===== src/rtl/alu_muldiv.sv =====
// Execute-stage ALU: single-cycle combinational ops plus a sequential
// MULT/MULTU/DIV/DIVU unit writing HI/LO behind a start/busy/done handshake.
module alu_muldiv #(
  parameter int WIDTH     = 32,
  parameter int LUI_SHIFT = 16
) (
  input  logic             clk,
  input  logic             rst_n,
  input  logic [WIDTH-1:0] a,
  input  logic [WIDTH-1:0] b,
  input  logic [3:0]       func,
  input  logic             start,
  output logic [WIDTH-1:0] res,
  output logic             isZero,
  output logic [WIDTH-1:0] hi,
  output logic [WIDTH-1:0] lo,
  output logic             busy,
  output logic             done
);

  localparam int SAW = $clog2(WIDTH);

  typedef enum logic [1:0] {S_IDLE, S_RUN, S_FIN} state_t;

  // ---------------- combinational ALU ----------------
  logic [SAW-1:0] sa;
  assign sa = a[SAW-1:0];

  always_comb begin
    res = '0;
    case (func)
      4'd0:    res = a + b;
      4'd1:    res = a - b;
      4'd2:    res = a & b;
      4'd3:    res = a | b;
      4'd4:    res = {{(WIDTH-1){1'b0}}, ($signed(a) < $signed(b))};
      4'd5:    res = b << LUI_SHIFT;
      4'd6:    res = a ^ b;
      4'd7:    res = {{(WIDTH-1){1'b0}}, (a < b)};
      4'd8:    res = b << sa;
      4'd9:    res = b >> sa;
      4'd10:   res = $signed(b) >>> sa;
      4'd11:   res = ~(a | b);
      default: res = '0;
    endcase
  end

  assign isZero = (res == '0);

  // ---------------- mul/div sequencer ----------------
  // Handshake: start is taken only in IDLE with func 12..15; busy is high
  // from that edge until the edge that writes hi/lo, where done pulses for
  // one cycle. start seen while busy is dropped.
  state_t             state_q, state_d;
  logic [SAW-1:0]     cnt_q, cnt_d;
  logic [2*WIDTH-1:0] acc_q, acc_d;    // mul: {upper, multiplier}; div: {rem, dividend}
  logic [WIDTH-1:0]   opb_q, opb_d;    // |b|: multiplicand or divisor
  logic [WIDTH-1:0]   a_q, a_d;        // raw dividend for the divide-by-zero result
  logic               div_q, div_d;
  logic               negr_q, negr_d;  // product/quotient must be negated
  logic               negm_q, negm_d;  // remainder must be negated
  logic [WIDTH-1:0]   hi_q, hi_d, lo_q, lo_d;
  logic               done_q, done_d;

  logic               is_md, signed_op, a_neg, b_neg;
  logic [WIDTH-1:0]   a_mag, b_mag;
  logic [WIDTH:0]     mul_sum, trial, diff;
  logic               ge;
  logic [2*WIDTH-1:0] mul_next, div_next, prod;
  logic [WIDTH-1:0]   rem_new, quo, rem;

  assign is_md     = func[3] & func[2];
  assign signed_op = is_md & ~func[0];
  assign a_neg     = signed_op & a[WIDTH-1];
  assign b_neg     = signed_op & b[WIDTH-1];
  assign a_mag     = a_neg ? ('0 - a) : a;
  assign b_mag     = b_neg ? ('0 - b) : b;

  assign mul_sum  = {1'b0, acc_q[2*WIDTH-1:WIDTH]} + (acc_q[0] ? {1'b0, opb_q} : '0);
  assign mul_next = {mul_sum, acc_q[WIDTH-1:1]};

  // Partial remainder stays below the divisor, so trial and diff fit WIDTH+1 bits.
  assign trial    = {acc_q[2*WIDTH-1:WIDTH], acc_q[WIDTH-1]};
  assign diff     = trial - {1'b0, opb_q};
  assign ge       = (trial >= {1'b0, opb_q});
  assign rem_new  = ge ? diff[WIDTH-1:0] : trial[WIDTH-1:0];
  assign div_next = {rem_new, acc_q[WIDTH-2:0], ge};

  assign prod = negr_q ? ('0 - acc_q) : acc_q;
  assign quo  = negr_q ? ('0 - acc_q[WIDTH-1:0]) : acc_q[WIDTH-1:0];
  assign rem  = negm_q ? ('0 - acc_q[2*WIDTH-1:WIDTH]) : acc_q[2*WIDTH-1:WIDTH];

  always_comb begin
    state_d = state_q;
    cnt_d   = cnt_q;
    acc_d   = acc_q;
    opb_d   = opb_q;
    a_d     = a_q;
    div_d   = div_q;
    negr_d  = negr_q;
    negm_d  = negm_q;
    hi_d    = hi_q;
    lo_d    = lo_q;
    done_d  = 1'b0;
    case (state_q)
      S_IDLE: begin
        if (start && is_md) begin
          state_d = S_RUN;
          cnt_d   = SAW'(WIDTH-1);
          acc_d   = {{WIDTH{1'b0}}, a_mag};
          opb_d   = b_mag;
          a_d     = a;
          div_d   = func[1];
          negr_d  = a_neg ^ b_neg;
          negm_d  = a_neg;
        end
      end
      S_RUN: begin
        acc_d = div_q ? div_next : mul_next;
        if (cnt_q == '0) begin
          state_d = S_FIN;
        end else begin
          cnt_d = cnt_q - 1'b1;
        end
      end
      S_FIN: begin
        state_d = S_IDLE;
        done_d  = 1'b1;
        if (!div_q) begin
          {hi_d, lo_d} = prod;
        end else if (opb_q == '0) begin
          hi_d = a_q;
          lo_d = '1;
        end else begin
          hi_d = rem;
          lo_d = quo;
        end
      end
      default: state_d = S_IDLE;
    endcase
  end

  always_ff @(posedge clk or negedge rst_n) begin
    if (!rst_n) begin
      state_q <= S_IDLE;
      cnt_q   <= '0;
      acc_q   <= '0;
      opb_q   <= '0;
      a_q     <= '0;
      div_q   <= 1'b0;
      negr_q  <= 1'b0;
      negm_q  <= 1'b0;
      hi_q    <= '0;
      lo_q    <= '0;
      done_q  <= 1'b0;
    end else begin
      state_q <= state_d;
      cnt_q   <= cnt_d;
      acc_q   <= acc_d;
      opb_q   <= opb_d;
      a_q     <= a_d;
      div_q   <= div_d;
      negr_q  <= negr_d;
      negm_q  <= negm_d;
      hi_q    <= hi_d;
      lo_q    <= lo_d;
      done_q  <= done_d;
    end
  end

  assign hi   = hi_q;
  assign lo   = lo_q;
  assign busy = (state_q != S_IDLE);
  assign done = done_q;

endmodule


===== config.mk =====
export PLATFORM = sky130hd
export DESIGN_NAME = alu_muldiv
export DESIGN_NICKNAME = d
export VERILOG_FILES = /design/src/rtl/alu_muldiv.sv
export SDC_FILE = /design/constraint.sdc
export NUM_CORES = 1
export LEC_CHECK = 0
export ABC_AREA = 1
export BUFFER_PORTS_ARGS = -buffer_cell sky130_fd_sc_hd__buf_2
export CAP_MARGIN = 20
export CORE_MARGIN = 10
export CORE_UTILIZATION = 32
export CTS_CLUSTER_SIZE = 30
export DETAILED_ROUTE_END_ITERATION = 16
export GPL_TIMING_DRIVEN = 0
export SLEW_MARGIN = 20
export SYNTH_ARGS = -nofsm -noshare
export SYNTH_HDL_FRONTEND = slang
export SYNTH_SLANG_ARGS = --single-unit

===== constraint.sdc =====
create_clock -name clk -period 3.9 [get_ports clk]
set_clock_uncertainty 0.2 [all_clocks]
set_input_delay 0.195 -clock clk [delete_from_list [all_inputs] [get_ports clk]]
set_output_delay 0.195 -clock clk [all_outputs]
set_load 0.1 [all_outputs]

==> impl_metrics.py, run 1 <==
metrics = {
    "power_and_ir_drop": {
        "vdd_drop_max_uv": 647,
        "power_density_nw_per_um2": 740,
        "p_leak_uw": 0.0161,
        "p_switching_uw": 14700,
        "pwr-share-seq_pct": 20.0,
        "sw_frac_of_total_pct": 62.5,
        "internal_power_uw": 8790,
        "power_uw": 23400,
        "clkPwrFrac_pct": 9.9,
        "pwr-share-comb_pct": 70.2,
    },
    "cells_and_area": {
        "n_fill_cell": 9957,
        "drive_above_1_share_pct": 8.51,
        "final_util_pct": 37.1,
        "synthToLayoutAreaGrowth_pct": 14.6,
        "fin_nets": 5378,
        "layout.cells.non_filler": 6290,
    },
    "global_route": {
        "grt_max_degree": 95,
        "antenna_found_initial": 3,
        "grt_pass1_wl_um": 243000,
        "grt_usage_pct": 33.6,
        "grt_pass1_vias": 33500,
        "grt_overflow": 0,
    },
    "timing": {
        "timing.fmax_mhz": 255,
        "period_share_pct": 101,
        "fin_tns_setup_ns": -0.0233,
        "rsz0062_at_grt": "true",
        "maxSlewViolCount": 0,
        "min_period_ns": 3.92,
        "worst_pin_slew_ns": 1.21,
        "setup_viol": 1,
        "timing.hold.ws_ns": -0.00964,
        "hold_violations": 1,
        "slew_headroom_pct": 19.2,
        "final_critical_path_setup_slack_ns": -0.0233,
    },
    "min_path": {
        "hp-class": "in2reg",
    },
    "setup_path": {
        "required_ns": 3.50,
        "worst-path-buf-inv": 5,
        "crit_family": "simple AND/OR/NAND/NOR gates",
        "critPathArrivalTime_ns": 3.53,
        "worstPathCellList": "buf_2, inv_1, ha_1, buf_2, inv_1, o22ai_1, nor3_2, nand2_1, a21oi_2, nand3_1, nor2_1, nand2_1, nor2_1, nand2_2, nor2_4, buf_12",
        "cp_slowest_stage_delay_ns": 0.35,
        "crit_type": "in2out",
        "end_kind": "output port",
        "cpMaxStageDelayCell": "a21oi_2",
        "start_kind": "input port",
        "critPathMaxFanout": 8,
    },
    "placed_design": {
        "gp_congestion": 1.05,
        "dp_cells": 6205,
        "io_buffers": 169,
        "hpwlAfterDp_um": 142000,
    },
    "die": {
        "die_h_um": 314,
        "rows": 107,
        "die_w_um": 314,
        "num_io_pins": 170,
        "die_area_um2": 98600,
        "coreArea_um2": 85400,
        "start_util_pct": 32.4,
    },
    "cts": {
        "clk_latency_ns": 0.56,
        "numCtsBuffers": 23,
        "cts_root_buf": "clkbuf_16",
        "numClockSinks": 203,
        "ctsHtreeMaxLevel": 1,
        "clk_pin_slew_ns": 0.07,
        "clk_path_buf_depth": 3,
        "cts_tree": "done",
    },
    "yosys": {
        "ys_types": 56,
        "ys_ff_latch": 203,
        "yosys.area.top_type": "nand2_1",
        "ys_warn_count": 0,
        "syn_nets": 5141,
        "synth_cells": 4890,
        "synth_area_um2": 27700,
        "ys_seq_area_share_pct": 18.4,
        "synth_enable_flop_cells": 0,
        "async_reset_ff_share_pct": 100,
        "ys.flop_type": "dfrtp_1",
        "yosys-top-cells-area": "nand2_1, dfrtp_1, nand3_1",
        "postSynthAreaPerCell_um2": 5.66,
        "synth_top_cell_area_share_pct": 19.1,
    },
    "routing": {
        "drtIter0Drc": 4690,
        "vias": 36000,
        "met3_length_um": 15600,
        "wl_met2_um": 76600,
        "wl_met1_um": 69900,
        "vias_per_cell": 5.72,
        "wl_per_cell_um": 27.7,
        "drc_errors": 0,
        "topRoutingLayerUsed": "met5",
        "routed_wl_um": 174000,
        "postRouteAntennaNets": 0,
        "drt_pass1_iterations": 9,
    },
    "run": {
        "cap_viol_max_count": 0,
    },
    "status": {
        "status": "finished with violations",
        "violations": "hold timing, setup timing",
    },
}
[registers in the layout, summed over array words and instances, names as in the netlist]
register	cells
acc_q	64
a_q	32
hi	32
lo	32
opb_q	32
cnt_q	5
state_q	2
div_q	1
done	1
negm_q	1
negr_q	1
[area by class of cell]
class | instances | area (um2) | area share (%)
Antenna cell | 2 | 5.00 | 0.0158
Buffer | 192 | 945 | 2.98
Clock buffer | 30 | 642 | 2.02
Clock inverter | 12 | 135 | 0.426
Inverter | 624 | 2420 | 7.62
Multi-Input combinational cell | 3869 | 19700 | 62.1
Sequential cell | 203 | 5080 | 16.0
Tap cell | 1144 | 1430 | 4.51
Timing Repair Buffer | 214 | 1360 | 4.30
[kinds of logic (layout without fill, tap and decap cells)]
group	count (synthesis)	after routing	synth area share (%)
flip-flops	203	203	18.4
XOR/XNOR	106	106	3.36
AND/OR/NAND/NOR	2723	2723	41.5
buffers and inverters	818	1072	11.5
adder cells (fa/ha/maj)	180	180	8.25
other	0	2	0
AO/OA/AOI/OAI	860	860	17.0
[per-stage QoR]
step,cell area (um2),worst slack (ns),hold WS [ns]
2_1_floorplan,27800,-0.0672,-0.301
3_3_place_gp,30100,-1.34,0.268
3_5_place_dp,30200,-0.870,-0.137
4_1_cts,31200,-0.173,0.00349
5_1_grt,31700,-0.0279,0.0173
6_report,31700,-0.0233,-0.00964
[per-layer routing]
metal / vias to the layer above / GRT usage [%]
li1: 16500 / -
met1: 16900 / 42.8
met2: 2132 / 53.5
met3: 426 / 5.09
met4: 6 / 19.5
met5: - / 0
[what timing repair did]
action	4_1_cts	5_1_grt
setup buffers	1	24
hold endpoints to repair	124	1
pin swaps	0	7
endpoints found under the setup margin	13	17
gates resized for setup	21	112
hold buffers	17	1
[cell usage after synthesis (11+ instances only)]
cell and instances:
inv_1 608, nor3_1 55, or2_2 14, nor2_1 510, nand3_1 593, o21a_1 13, ha_1 176, o211ai_1 39
dfrtp_1 203, buf_1 13, o22ai_1 35, nand4_1 63, a31oi_1 54, o21ai_0 369, xnor2_1 12, buf_2 58
xor2_1 94, a21oi_1 292, nor4_1 30, o21bai_1 12, nand2_1 1407, clkbuf_1 115, nor2_2 11
[final timing paths]
check                          start        end  slack, ns  cells past startpoint
setup / recovery               a[25]     isZero      -0.02                     16
hold / removal                 a[11]  acc_q[11]      -0.01                      4
setup reg to reg           acc_q[39]  acc_q[41]       0.26                     14
hold reg to reg              a_q[18]    a_q[18]       0.29                      2
max in group asynchronous      rst_n      lo[8]       2.02                      5
min in group asynchronous      rst_n  acc_q[43]       0.50                      4
[worst register-to-register path: cells and delay by family, from the launching register on]
family	cells	cell delay (ns)
AO/OA/AOI/OAI	6	1.16
flip-flops	1	0.75
AND/OR/NAND/NOR	6	0.75
adder cells (fa/ha/maj)	1	0.39
buffers and inverters	1	0.25
[cell usage in the layout, fill, tap and decap left out, drive strengths merged, types with 14 or more instances in the layout]
cell	n
or2	14
o22ai	35
a31oi	54
nor3	59
o21ai	376
nand2	1414
xor2	94
dlygate4sd3	17
dfrtp	203
ha	176
clkinvlp	15
inv	607
nor2	523
o211ai	39
clkbuf	163
buf	255
nor4	30
a21oi	293
nand3	596
nand4	64
[power by group through the flow]
| stage | logic (uW) | clock network, uW | registers, uW |
|---|---|---|---|
| after CTS | 16000 | 2350 | 4580 |
| after floorplan | 9580 | 0 | 5210 |
| after global placement | 15900 | 0 | 4610 |
| after detailed placement | 15900 | 0 | 4610 |
| after global routing | 17800 | 2430 | 4700 |
| final | 16500 | 2320 | 4680 |
Note: power is estimated with default switching activity, not from simulation.
==> run 2: changes to the inputs <==
--- a/config.mk
+++ b/config.mk
@@ -8,6 +8,7 @@
 export ABC_AREA = 1
 export BUFFER_PORTS_ARGS = -buffer_cell sky130_fd_sc_hd__buf_2
 export CAP_MARGIN = 20
+export CORE_ASPECT_RATIO = 1.2
 export CORE_MARGIN = 10
 export CORE_UTILIZATION = 32
 export CTS_CLUSTER_SIZE = 30
==> run 2 against run 1 <==
The flow still finishes with violations (hold timing, setup timing). Largest power group unchanged. Worst hold slack gained 0.0027 ns. Non-clock buffer count is 2 higher. Global-route usage increased by 2.1 points.
==> impl_metrics.py, run 2 (same netlist as run 1, synthesis figures left out) <==
metrics = {
    "placed_design": {
        "gp_congestion": 1.05,
        "hpwlAfterDp_um": 151000,
        "preCtsSetupSlack_ns": -0.866,
        "io_buffers": 169,
    },
    "timing": {
        "maxSlewViolCount": 0,
        "timing.hold.ws_ns": -0.00697,
        "timing.fmax_mhz": 247,
        "hold_violations": 1,
        "rsz0062_at_grt": "true",
        "period_share_pct": 104,
        "min_period_ns": 4.05,
        "setup_viol": 1,
        "fin_tns_setup_ns": -0.147,
        "final_critical_path_setup_slack_ns": -0.147,
        "slew_headroom_pct": 20.9,
        "worst_pin_slew_ns": 1.19,
    },
    "cells_and_area": {
        "largest_reg_flops": 64,
        "final_cell_mix": "nand2_1, inv_1, nand3_1",
        "final_common_cell": "nand2_1",
        "drive_above_1_share_pct": 8.19,
        "synthToLayoutAreaGrowth_pct": 14.3,
        "fin_nets": 5378,
        "regMostFlops": "acc_q",
        "final_util_pct": 36.7,
    },
    "die": {
        "die_area_um2": 98600,
        "coreArea_um2": 86100,
        "die_w_um": 288,
        "num_io_pins": 170,
        "rows": 118,
        "start_util_pct": 32.1,
        "die_h_um": 342,
    },
    "routing": {
        "vias_per_cell": 5.71,
        "drc_errors": 0,
        "routed_wl_um": 184000,
        "wl_per_cell_um": 29.2,
        "postRouteAntennaNets": 0,
        "drt_pass1_iterations": 8,
        "drtIter0Drc": 3867,
        "vias": 35900,
    },
    "setup_path": {
        "end_kind": "output port",
        "crit_type": "in2out",
        "cp_slowest_stage_delay_ns": 0.45,
        "required_ns": 3.50,
        "cpMaxStageDelayCell": "a21oi_2",
        "critPathMaxFanout": 9,
        "worstPathCellList": "buf_2, inv_1, ha_1, buf_2, inv_1, o22ai_1, nand3b_1, a21oi_2, nand4_1, nor2_1, nand2_1, nor2_1, nand2_2, nor2_4, buf_12",
        "critPathArrivalTime_ns": 3.65,
        "start_kind": "input port",
    },
    "power_and_ir_drop": {
        "pwr-share-comb_pct": 70.6,
        "clkPwrFrac_pct": 9.6,
        "pwr-share-seq_pct": 19.8,
        "p_leak_uw": 0.0160,
        "power_density_nw_per_um2": 746,
        "internal_power_uw": 8730,
        "sw_frac_of_total_pct": 63.0,
        "p_switching_uw": 14900,
        "vdd_drop_max_uv": 546,
    },
    "global_route": {
        "grt_overflow": 0,
        "grt_pass1_wl_um": 254000,
        "grt_pass1_vias": 34200,
        "grt_max_degree": 96,
        "grt_usage_pct": 35.7,
        "antenna_found_initial": 21,
    },
    "status": {
        "violations": "hold timing, setup timing",
        "status": "finished with violations",
    },
    "cts": {
        "clk_path_buf_depth": 3,
        "clk_pin_slew_ns": 0.07,
        "clk_latency_ns": 0.56,
        "cts_root_buf": "clkbuf_16",
        "cts_tree": "done",
        "ctsHtreeMaxLevel": 1,
        "numClockSinks": 203,
        "numCtsBuffers": 21,
    },
    "min_path": {
        "hp-class": "in2reg",
    },
    "run": {
        "cap_viol_max_count": 0,
    },
}
-- run 2: final timing paths --
check | slack (ns) | end | from | cells after the start
max in group asynchronous | 2.96 | cnt_q[3] | rst_n | 3
hold / removal | -0.007 | acc_q[5] | a[5] | 4
setup reg to reg | 0.20 | acc_q[60] | acc_q[0] | 18
hold reg to reg | 0.30 | lo[5] | lo[5] | 2
min in group asynchronous | 0.05 | lo[29] | rst_n | 3
setup / recovery | -0.15 | isZero | a[21] | 15
-- run 2: power groups by stage --
stage | Combinational, uW | Clock (uW) | Sequential (uW)
floorplan | 9580 | 0 | 5210
global placement | 16200 | 0 | 4620
detailed placement | 16200 | 0 | 4620
CTS | 16300 | 2270 | 4580
global route | 17900 | 2340 | 4690
finish | 16600 | 2260 | 4670
-- run 2: worst max-delay path, delay by kind of cell --
family	cells	cell delay [ns]
simple gates	7	1.29
fa+ha+maj	1	0.34
compound gates	2	0.60
buf+inv	5	1.18
-- run 2: what timing repair did --
| action | CTS | global route |
|---|---|---|
| endpoints found under the setup margin | 11 | 14 |
| buffers inserted | 11 | 9 |
| pin swaps | 5 | 3 |
| resized for setup | 66 | 42 |
| hold buffers | 25 | 0 |
| hold endpoints to repair | 228 | 0 |
-- run 2: final cells by class --
type / instances / area (um2)
fill: 9900 / 54500
multi-input combinational: 3869 / 19600
sequential: 203 / 5080
inverter: 624 / 2410
tap: 1140 / 1430
timing repair buffer: 216 / 1410
buffer: 192 / 925
clock buffer: 25 / 561
clock inverter: 11 / 158
antenna: 8 / 20.0
-- run 2: per-layer routing --
metal | vias to the layer above | track usage, % | share of wire, % | routed length, um
li1 | 16500 | - | - | -
met1 | 17100 | 40.2 | 37 | 68500
met2 | 1731 | 59.6 | 47 | 85600
met3 | 548 | 5.10 | 6.6 | 12100
met4 | 24 | 28.4 | 9.4 | 17200
met5 | - | 0 | 0.085 | 156
-- run 2: through the flow --
stage	cells	hold slack, ns	total power [uW]	instance area, um2
detailed placement	6201	-0.0406	20800	30200
global placement	6199	0.268	20800	30100
floorplan	4890	-0.301	14800	27800
finish	6288	-0.00697	23600	31600
global route	6281	0.0104	24900	31600
CTS	6272	0.00336	23100	31400
